$ cat src/rtl/vga_pkg.sv
// vga_pkg: 640x480@60 timing constants shared by the sync generator and the character renderer
package vga_pkg;
  localparam int COORD_W   = 10;
  localparam int H_DISPLAY = 640;
  localparam int H_FRONT   = 16;
  localparam int H_SYNC    = 96;
  localparam int H_BACK    = 48;
  localparam int V_DISPLAY = 480;
  localparam int V_FRONT   = 10;
  localparam int V_SYNC    = 2;
  localparam int V_BACK    = 33;
  localparam int H_TOTAL   = H_DISPLAY + H_FRONT + H_SYNC + H_BACK;
  localparam int V_TOTAL   = V_DISPLAY + V_FRONT + V_SYNC + V_BACK;
  typedef logic [COORD_W-1:0] coord_t;
endpackage

$ cat src/rtl/vga_pixel_tick.sv
// vga_pixel_tick: divides the system clock into a one-clk pixel-enable strobe
module vga_pixel_tick #(
  parameter int CLK_DIV = 4
) (
  input  logic clk,
  input  logic reset,
  output logic p_tick
);
  localparam int DW = $clog2(CLK_DIV);
  localparam logic [DW-1:0] DIV_LAST = DW'(CLK_DIV - 1);
  logic [DW-1:0] r_div;
  // free-running divider, wraps after CLK_DIV-1
  always_ff @(posedge clk or posedge reset)
    if (reset) r_div <= '0;
    else r_div <= (r_div == DIV_LAST) ? '0 : r_div + 1'b1;
  assign p_tick = (r_div == DIV_LAST);
endmodule

$ cat src/rtl/vga_sync.sv
// vga_sync: pixel/line counters with registered hsync/vsync and combinational video_on
module vga_sync import vga_pkg::*; #(
  parameter int CLK_DIV   = 4,
  parameter int H_DISPLAY = vga_pkg::H_DISPLAY,
  parameter int H_FRONT   = vga_pkg::H_FRONT,
  parameter int H_SYNC    = vga_pkg::H_SYNC,
  parameter int H_BACK    = vga_pkg::H_BACK,
  parameter int V_DISPLAY = vga_pkg::V_DISPLAY,
  parameter int V_FRONT   = vga_pkg::V_FRONT,
  parameter int V_SYNC    = vga_pkg::V_SYNC,
  parameter int V_BACK    = vga_pkg::V_BACK
) (
  input  logic               clk,
  input  logic               reset,
  output logic               hsync,
  output logic               vsync,
  output logic               video_on,
  output logic               p_tick,
  output logic [COORD_W-1:0] x,
  output logic [COORD_W-1:0] y
);
  localparam coord_t X_LAST = coord_t'(H_DISPLAY + H_FRONT + H_SYNC + H_BACK - 1);
  localparam coord_t Y_LAST = coord_t'(V_DISPLAY + V_FRONT + V_SYNC + V_BACK - 1);
  localparam coord_t HS_BEG = coord_t'(H_DISPLAY + H_FRONT);
  localparam coord_t HS_END = coord_t'(H_DISPLAY + H_FRONT + H_SYNC - 1);
  localparam coord_t VS_BEG = coord_t'(V_DISPLAY + V_FRONT);
  localparam coord_t VS_END = coord_t'(V_DISPLAY + V_FRONT + V_SYNC - 1);
  localparam coord_t X_VIS  = coord_t'(H_DISPLAY);
  localparam coord_t Y_VIS  = coord_t'(V_DISPLAY);
  logic   w_tick;
  coord_t r_x, r_y, w_x_nxt, w_y_nxt;
  logic   r_hsync, r_vsync;
  vga_pixel_tick #(.CLK_DIV(CLK_DIV)) u_tick (
    .clk    (clk),
    .reset  (reset),
    .p_tick (w_tick)
  );
  // next counter values; y only moves when x wraps
  always_comb begin
    w_x_nxt = (r_x == X_LAST) ? '0 : r_x + 1'b1;
    w_y_nxt = (r_x != X_LAST) ? r_y : (r_y == Y_LAST) ? '0 : r_y + 1'b1;
  end
  // counters and syncs share one edge; syncs decode the next counts so they line up with x/y
  always_ff @(posedge clk or posedge reset)
    if (reset) begin
      r_x     <= '0;
      r_y     <= '0;
      r_hsync <= 1'b1;
      r_vsync <= 1'b1;
    end else if (w_tick) begin
      r_x     <= w_x_nxt;
      r_y     <= w_y_nxt;
      r_hsync <= !(w_x_nxt >= HS_BEG && w_x_nxt <= HS_END);
      r_vsync <= !(w_y_nxt >= VS_BEG && w_y_nxt <= VS_END);
    end
  assign hsync    = r_hsync;
  assign vsync    = r_vsync;
  assign video_on = (r_x < X_VIS) && (r_y < Y_VIS);
  assign p_tick   = w_tick;
  assign x        = r_x;
  assign y        = r_y;
endmodule

$ cat config.mk
export PLATFORM = sky130hd
export DESIGN_NAME = vga_sync
export DESIGN_NICKNAME = d
export VERILOG_FILES = /design/src/rtl/vga_pkg.sv /design/src/rtl/vga_pixel_tick.sv /design/src/rtl/vga_sync.sv
export SDC_FILE = /design/constraint.sdc
export NUM_CORES = 1
export LEC_CHECK = 0
export ABC_AREA = 1
export CORE_ASPECT_RATIO = 0.5
export CORE_MARGIN = 1
export CORE_UTILIZATION = 50
export DETAILED_ROUTE_END_ITERATION = 8
export PLACE_DENSITY = 0.78
export REMOVE_ABC_BUFFERS = 1
export SYNTH_ARGS = -nofsm -noshare
export SYNTH_HDL_FRONTEND = slang
export SYNTH_SLANG_ARGS = --single-unit
$ cat constraint.sdc
create_clock -name clk -period 3.63 [get_ports clk]
set_input_delay 0.5445 -clock clk [delete_from_list [all_inputs] [get_ports clk]]
set_output_delay 0.5445 -clock clk [all_outputs]
set_load 0.03 [all_outputs]
==> flow_metrics.env, run 1 <==
export IMPL_core_area_um2=2780
export IMPL_cts_tree="yes"
export IMPL_drc=0
export IMPL_hpwlAfterDp_mm=2.57
export IMPL_syn_area_um2=1570
export IMPL_overflow=0
export IMPL_ys_seq_elements=24
export IMPL_drt_vias_per_instance=5.25
export IMPL_grt_max_degree=25
export IMPL_routed_wl_mm=3.60
export IMPL_peakVddDrop_mv=0.188
export IMPL_grt_pass1_wl_mm=5.92
export IMPL_cp_slowest_stage_delay_ps=740
export IMPL_cts_repair_resized=0
export IMPL_diodes=0
export IMPL_synth_top_area_share_pct=35.0
export IMPL_yosys_top_cells_count="nand2_1, nor2_1, dfrtp_1"
export IMPL_clockBufferDepth=2
export IMPL_min_period_ps=2540
export IMPL_synth_most_common_cell="nand2_1"
export IMPL_min_path_type="reg -> reg"
export IMPL_cts_root_buf="clkbuf_8"
export IMPL_fin_crit_sh_pct=70.0
export IMPL_tightest_slew_ps=931
export IMPL_critPathMaxFanout=6
export IMPL_clkSinkCount=24
export IMPL_hold_slack_ps=435
export IMPL_required_ps=3090
export IMPL_synth_edf_count=0
export IMPL_vias=1465
export IMPL_run_status="completed"
export IMPL_cts_setup_buffers=0
export IMPL_yosys_top_cells_area="dfrtp_1, nand2_1, nor2_1"
export IMPL_cp_arrival_ps=2000
export IMPL_synth_distinct_cells=30
export IMPL_synthArstFlopShare_pct=100
export IMPL_hold_viol_final=0
export IMPL_wl_per_cell_um=12.9
export IMPL_antenna_left=0
export IMPL_slew_violations=0
export IMPL_final_layout_size_suffix_gt1_share_pct=8.26
export IMPL_numCtsBuffers=3
export IMPL_synthToLayoutAreaGrowth_pct=20.8
export IMPL_seq_area_frac_synth_pct=38.4
export IMPL_synth_top_flop_cell="dfrtp_1"
export IMPL_grt_use_total_pct=23.0
export IMPL_final_setup_viol_count=0
export IMPL_antenna_found_initial=0
export IMPL_drtPass1Iterations=4
export IMPL_place_congestion=0.927
export IMPL_dieArea_um2=3380
export IMPL_die_x_um=81.3
export IMPL_worstSkewPairLatency_ps=280
export IMPL_end_kind="output pin"
export IMPL_grt_pass1_vias=1241
export IMPL_syn_avg_cell_area_um2=7.21
export IMPL_postCtsHoldBufs=0
export IMPL_initial_core_util_pct=56.5
export IMPL_place_port_buffers=25
export IMPL_power_leakage_nw=0.870
export IMPL_fp_row_count=13
export IMPL_cts_clk_slew_worst_paths_ps=90
export IMPL_first_iter_violations=97
export IMPL_p_total_mw=0.463
export IMPL_netlist_instances=218
export IMPL_die_y_um=41.6
export IMPL_cp_cell_sequence="nand2_1 > inv_1 > a2111oi_0 > clkdlybuf4s50_1"
export IMPL_critPathKind="reg -> out"
export IMPL_synth_top_area_cell="dfrtp_1"
export IMPL_fmax_mhz=394
export IMPL_start_kind="flip-flop"
export IMPL_ios=26
export IMPL_slew_headroom_pct=37.9
export IMPL_yosys_warnings=0
export IMPL_rsz0062_at_grt="false"
export IMPL_finalClockSkew_ps=8.01
export IMPL_cts_max_level=1
export IMPL_slowest_stage="clkdlybuf4s50_1"
export IMPL_power_density_nw_per_um2=244
export IMPL_setup_tns_ps=0
export IMPL_layout_nets=250
export IMPL_max_cap_violations=0
==> final timing paths <==
check | start | endpoint | slack [ps] | depth (start not counted)
hold reg to reg | u_tick.r_div[0] | u_tick.r_div[0] | 440 | 1
min in group asynchronous | reset | y[6] | 770 | 2
hold / removal | u_tick.r_div[0] | u_tick.r_div[0] | 440 | 1
max in group asynchronous | reset | y[2] | 2280 | 2
setup / recovery | x[8] | video_on | 1090 | 4
setup reg to reg | u_tick.r_div[0] | x[3] | 1570 | 7
==> metal layers <==
metal  part of all wire (%)  vias to the layer above  global-route usage [%]
met5                      0                        -                       0
met4                   0.33                        0                    2.14
met3                    7.9                        3                    6.37
met2                     44                       53                    35.0
met1                     47                      669                    33.6
li1                       -                      740                       -
==> power breakdown <==
part           switching [mW]  leakage (nW)  internal (mW)
clock                  0.0920        0.0288         0.0971
sequential                  0         0.314          0.267
combinational         0.00525         0.528       0.000996
total                  0.0972         0.870          0.365
==> per-stage QoR <==
step	util (%)	setup slack (ps)	cell area [um2]	instances
4_1_cts	68.2	1070	1900	279
3_3_place_gp	66.3	1420	1840	275
3_5_place_dp	66.3	1380	1840	275
5_1_grt	68.2	1000	1900	279
2_1_floorplan	-	829	1540	212
6_report	68.2	1090	1900	279
==> worst max-delay path, delay by kind of cell, from the launching register on <==
kind,cells,cell delay [ps]
AND/OR/NAND/NOR,1,80
flip-flops,1,450
AO/OA/AOI/OAI,1,360
buffers and inverters,2,830
==> area by class of cell <==
type	count	area (um2)
Clock buffer	4	55.1
Fill cell	234	883
Inverter	24	90.1
Multi-Input combinational cell	164	846
Sequential cell	24	603
Tap cell	37	46.3
Timing Repair Buffer	26	258
==> flip-flops by register name, indices dropped and copies added (netlist names) <==
| name | flops |
|---|---|
| hsync | 1 |
| y | 10 |
| x | 10 |
| u_tick.r_div | 2 |
| vsync | 1 |
==> layout by cell type (no fill, tap or decap), types with 2 or more instances in the layout <==
| master | n |
|---|---|
| nor2_2 | 2 |
| dfstp_2 | 2 |
| o21ai_0 | 17 |
| nor2_8 | 2 |
| clkbuf_8 | 4 |
| o21bai_1 | 3 |
| nand3_1 | 15 |
| nand3b_1 | 2 |
| xor2_1 | 3 |
| xnor2_1 | 2 |
| nand4_1 | 4 |
| clkdlybuf4s50_1 | 25 |
| nor2_1 | 28 |
| dfrtp_1 | 22 |
| inv_2 | 3 |
| ha_1 | 5 |
| nand3_2 | 2 |
| a21oi_1 | 3 |
| nand2_2 | 2 |
| nand2_1 | 67 |
| inv_1 | 20 |
==> cell families (layout without fill, tap and decap cells) <==
family	count (synthesis)	in the layout	share of synthesized area [%]
AND/OR/NAND/NOR	125	125	36.5
buffers and inverters	30	54	7.80
AO/OA/AOI/OAI	29	29	10.5
flip-flops	24	24	38.4
adder cells (fa/ha/maj)	5	5	3.98
XOR/XNOR	5	5	2.79
Power figures use the tool's default switching activity.
==> run 2, diff against run 1 <==
==> constraint.sdc (replaced) <==
create_clock -name clk -period 2.4 [get_ports clk]
set_input_delay 0.36 -clock clk [delete_from_list [all_inputs] [get_ports clk]]
set_output_delay 0.36 -clock clk [all_outputs]
set_load 0.03 [all_outputs]
==> flow_metrics.env, run 2 (synthesized netlist as in run 1, its figures left out) <==
export IMPL_cts_tree="yes"
export IMPL_peakVddDrop_mv=0.188
export IMPL_grt_pass1_wl_mm=6.13
export IMPL_cp_slowest_stage_delay_ps=740
export IMPL_rsz0062_at_grt="false"
export IMPL_min_period_ps=2320
export IMPL_worst_r2r_path_depth=10
export IMPL_synthToLayoutAreaGrowth_pct=21.7
export IMPL_cts_root_buf="clkbuf_8"
export IMPL_hpwlAfterDp_mm=2.59
export IMPL_placed_area_um2=1860
export IMPL_antenna_found_initial=0
export IMPL_tightest_slew_ps=327
export IMPL_fin_crit_sh_pct=96.8
export IMPL_clockBufferDepth=2
export IMPL_grt_pass1_vias=1336
export IMPL_run_status="completed"
export IMPL_cp_arrival_ps=1960
export IMPL_dieArea_um2=3380
export IMPL_cp_cell_sequence="nand2_1 > inv_1 > a2111oi_0 > clkdlybuf4s50_1"
export IMPL_final_setup_viol_count=0
export IMPL_place_port_buffers=25
export IMPL_layout_nets=252
export IMPL_slowest_stage="clkdlybuf4s50_1"
export IMPL_drc=0
export IMPL_min_path_type="in -> async"
export IMPL_slew_headroom_pct=77.6
export IMPL_critical_path_startpoint="x[8]"
export IMPL_final_fill_count=252
export IMPL_rrSetupSlack_ps=530
export IMPL_die_y_um=41.6
export IMPL_cts_setup_buffers=0
export IMPL_diodes=0
export IMPL_overflow=0
export IMPL_crit_path_end="video_on"
export IMPL_cts_max_level=1
export IMPL_power_density_nw_per_um2=365
export IMPL_required_ps=2040
export IMPL_vias=1449
export IMPL_grt_use_total_pct=23.9
export IMPL_drtPass1Iterations=4
export IMPL_final_layout_size_suffix_gt1_share_pct=9.02
export IMPL_final_common_cell="nand2_1"
export IMPL_cts_repair_resized=0
export IMPL_initial_core_util_pct=56.5
export IMPL_hold_slack_ps=431
export IMPL_grt_max_degree=25
export IMPL_finalClockSkew_ps=6.49
export IMPL_reg2reg_to="vsync"
export IMPL_first_iter_violations=68
export IMPL_max_cap_violations=0
export IMPL_ios=26
export IMPL_postCtsHoldBufs=0
export IMPL_finalInstanceArea_um2=1910
export IMPL_crit_reg2reg_launch="x[1]"
export IMPL_routed_wl_mm=3.57
export IMPL_place_congestion=0.854
export IMPL_layout_common_cells="nand2_1, nor2_1, clkdlybuf4s50_1"
export IMPL_critPathMaxFanout=6
export IMPL_core_area_um2=2780
export IMPL_power_leakage_nw=0.879
export IMPL_worstSkewPairLatency_ps=270
export IMPL_fp_row_count=13
export IMPL_slew_violations=0
export IMPL_hold_viol_final=0
export IMPL_cts_clk_slew_worst_paths_ps=90
export IMPL_antenna_left=0
export IMPL_end_kind="output pin"
export IMPL_numCtsBuffers=3
export IMPL_start_kind="flip-flop"
export IMPL_drt_vias_per_instance=5.16
export IMPL_clkSinkCount=24
export IMPL_fmax_mhz=431
export IMPL_critPathKind="reg -> out"
export IMPL_wl_per_cell_um=12.7
export IMPL_die_x_um=81.3
==> run 2: cell types whose count changed in the layout (fill, tap and decap cells not counted), sizes merged <==
cell	before	now
buf	1	3
==> run 2: cell type report <==
| class | instances | area (um2) | share of cell area (%) |
|---|---|---|---|
| clock buffer | 4 | 55.1 | 2.88 |
| inverter | 24 | 90.1 | 4.71 |
| multi-input combinational | 164 | 846 | 44.2 |
| sequential | 24 | 603 | 31.5 |
| tap | 37 | 46.3 | 2.42 |
| timing repair buffer | 28 | 273 | 14.3 |
==> run 2: per-layer routing <==
layer	up-vias	wire length, um	GRT usage [%]
li1	752	-	-
met1	648	1720	32.6
met2	47	1620	38.8
met3	2	219	6.59
met4	0	11	2.86
met5	-	0	0
==> run 2: metrics by stage <==
stage	util [%]	worst slack, ps	total power, mW	setup TNS (ps)	instances
floorplan	-	-216	0.418	-216	212
global placement	66.8	377	0.424	0	277
detailed placement	66.8	357	0.424	0	277
CTS	68.8	53.1	0.701	0	281
global route	68.8	1.03	0.730	0	281
finish	68.8	77.5	0.697	0	281
==> run 2: where the power goes <==
group | leakage (nW) | internal [mW] | switching, mW
clock network | 0.0288 | 0.147 | 0.136
logic | 0.537 | 0.00261 | 0.00820
registers | 0.314 | 0.404 | 0
total | 0.879 | 0.553 | 0.144
==> run 2: how the worst min path moves through the flow <==
stage                            to  slack, ps  cells past startpoint
finish                         y[6]        430                      3
detailed placement  u_tick.r_div[0]        430                      1
floorplan           u_tick.r_div[0]        370                      1
global route        u_tick.r_div[0]        460                      1
CTS                 u_tick.r_div[0]        440                      1
global placement    u_tick.r_div[0]        420                      1
==> run 2: critical path, delay by kind of cell (launching register included) <==
kind,cells,cell delay (ps)
AOI/OAI and AO/OA,1,340
DFF,1,440
and+or+nand+nor,1,80
buffers and inverters,2,840
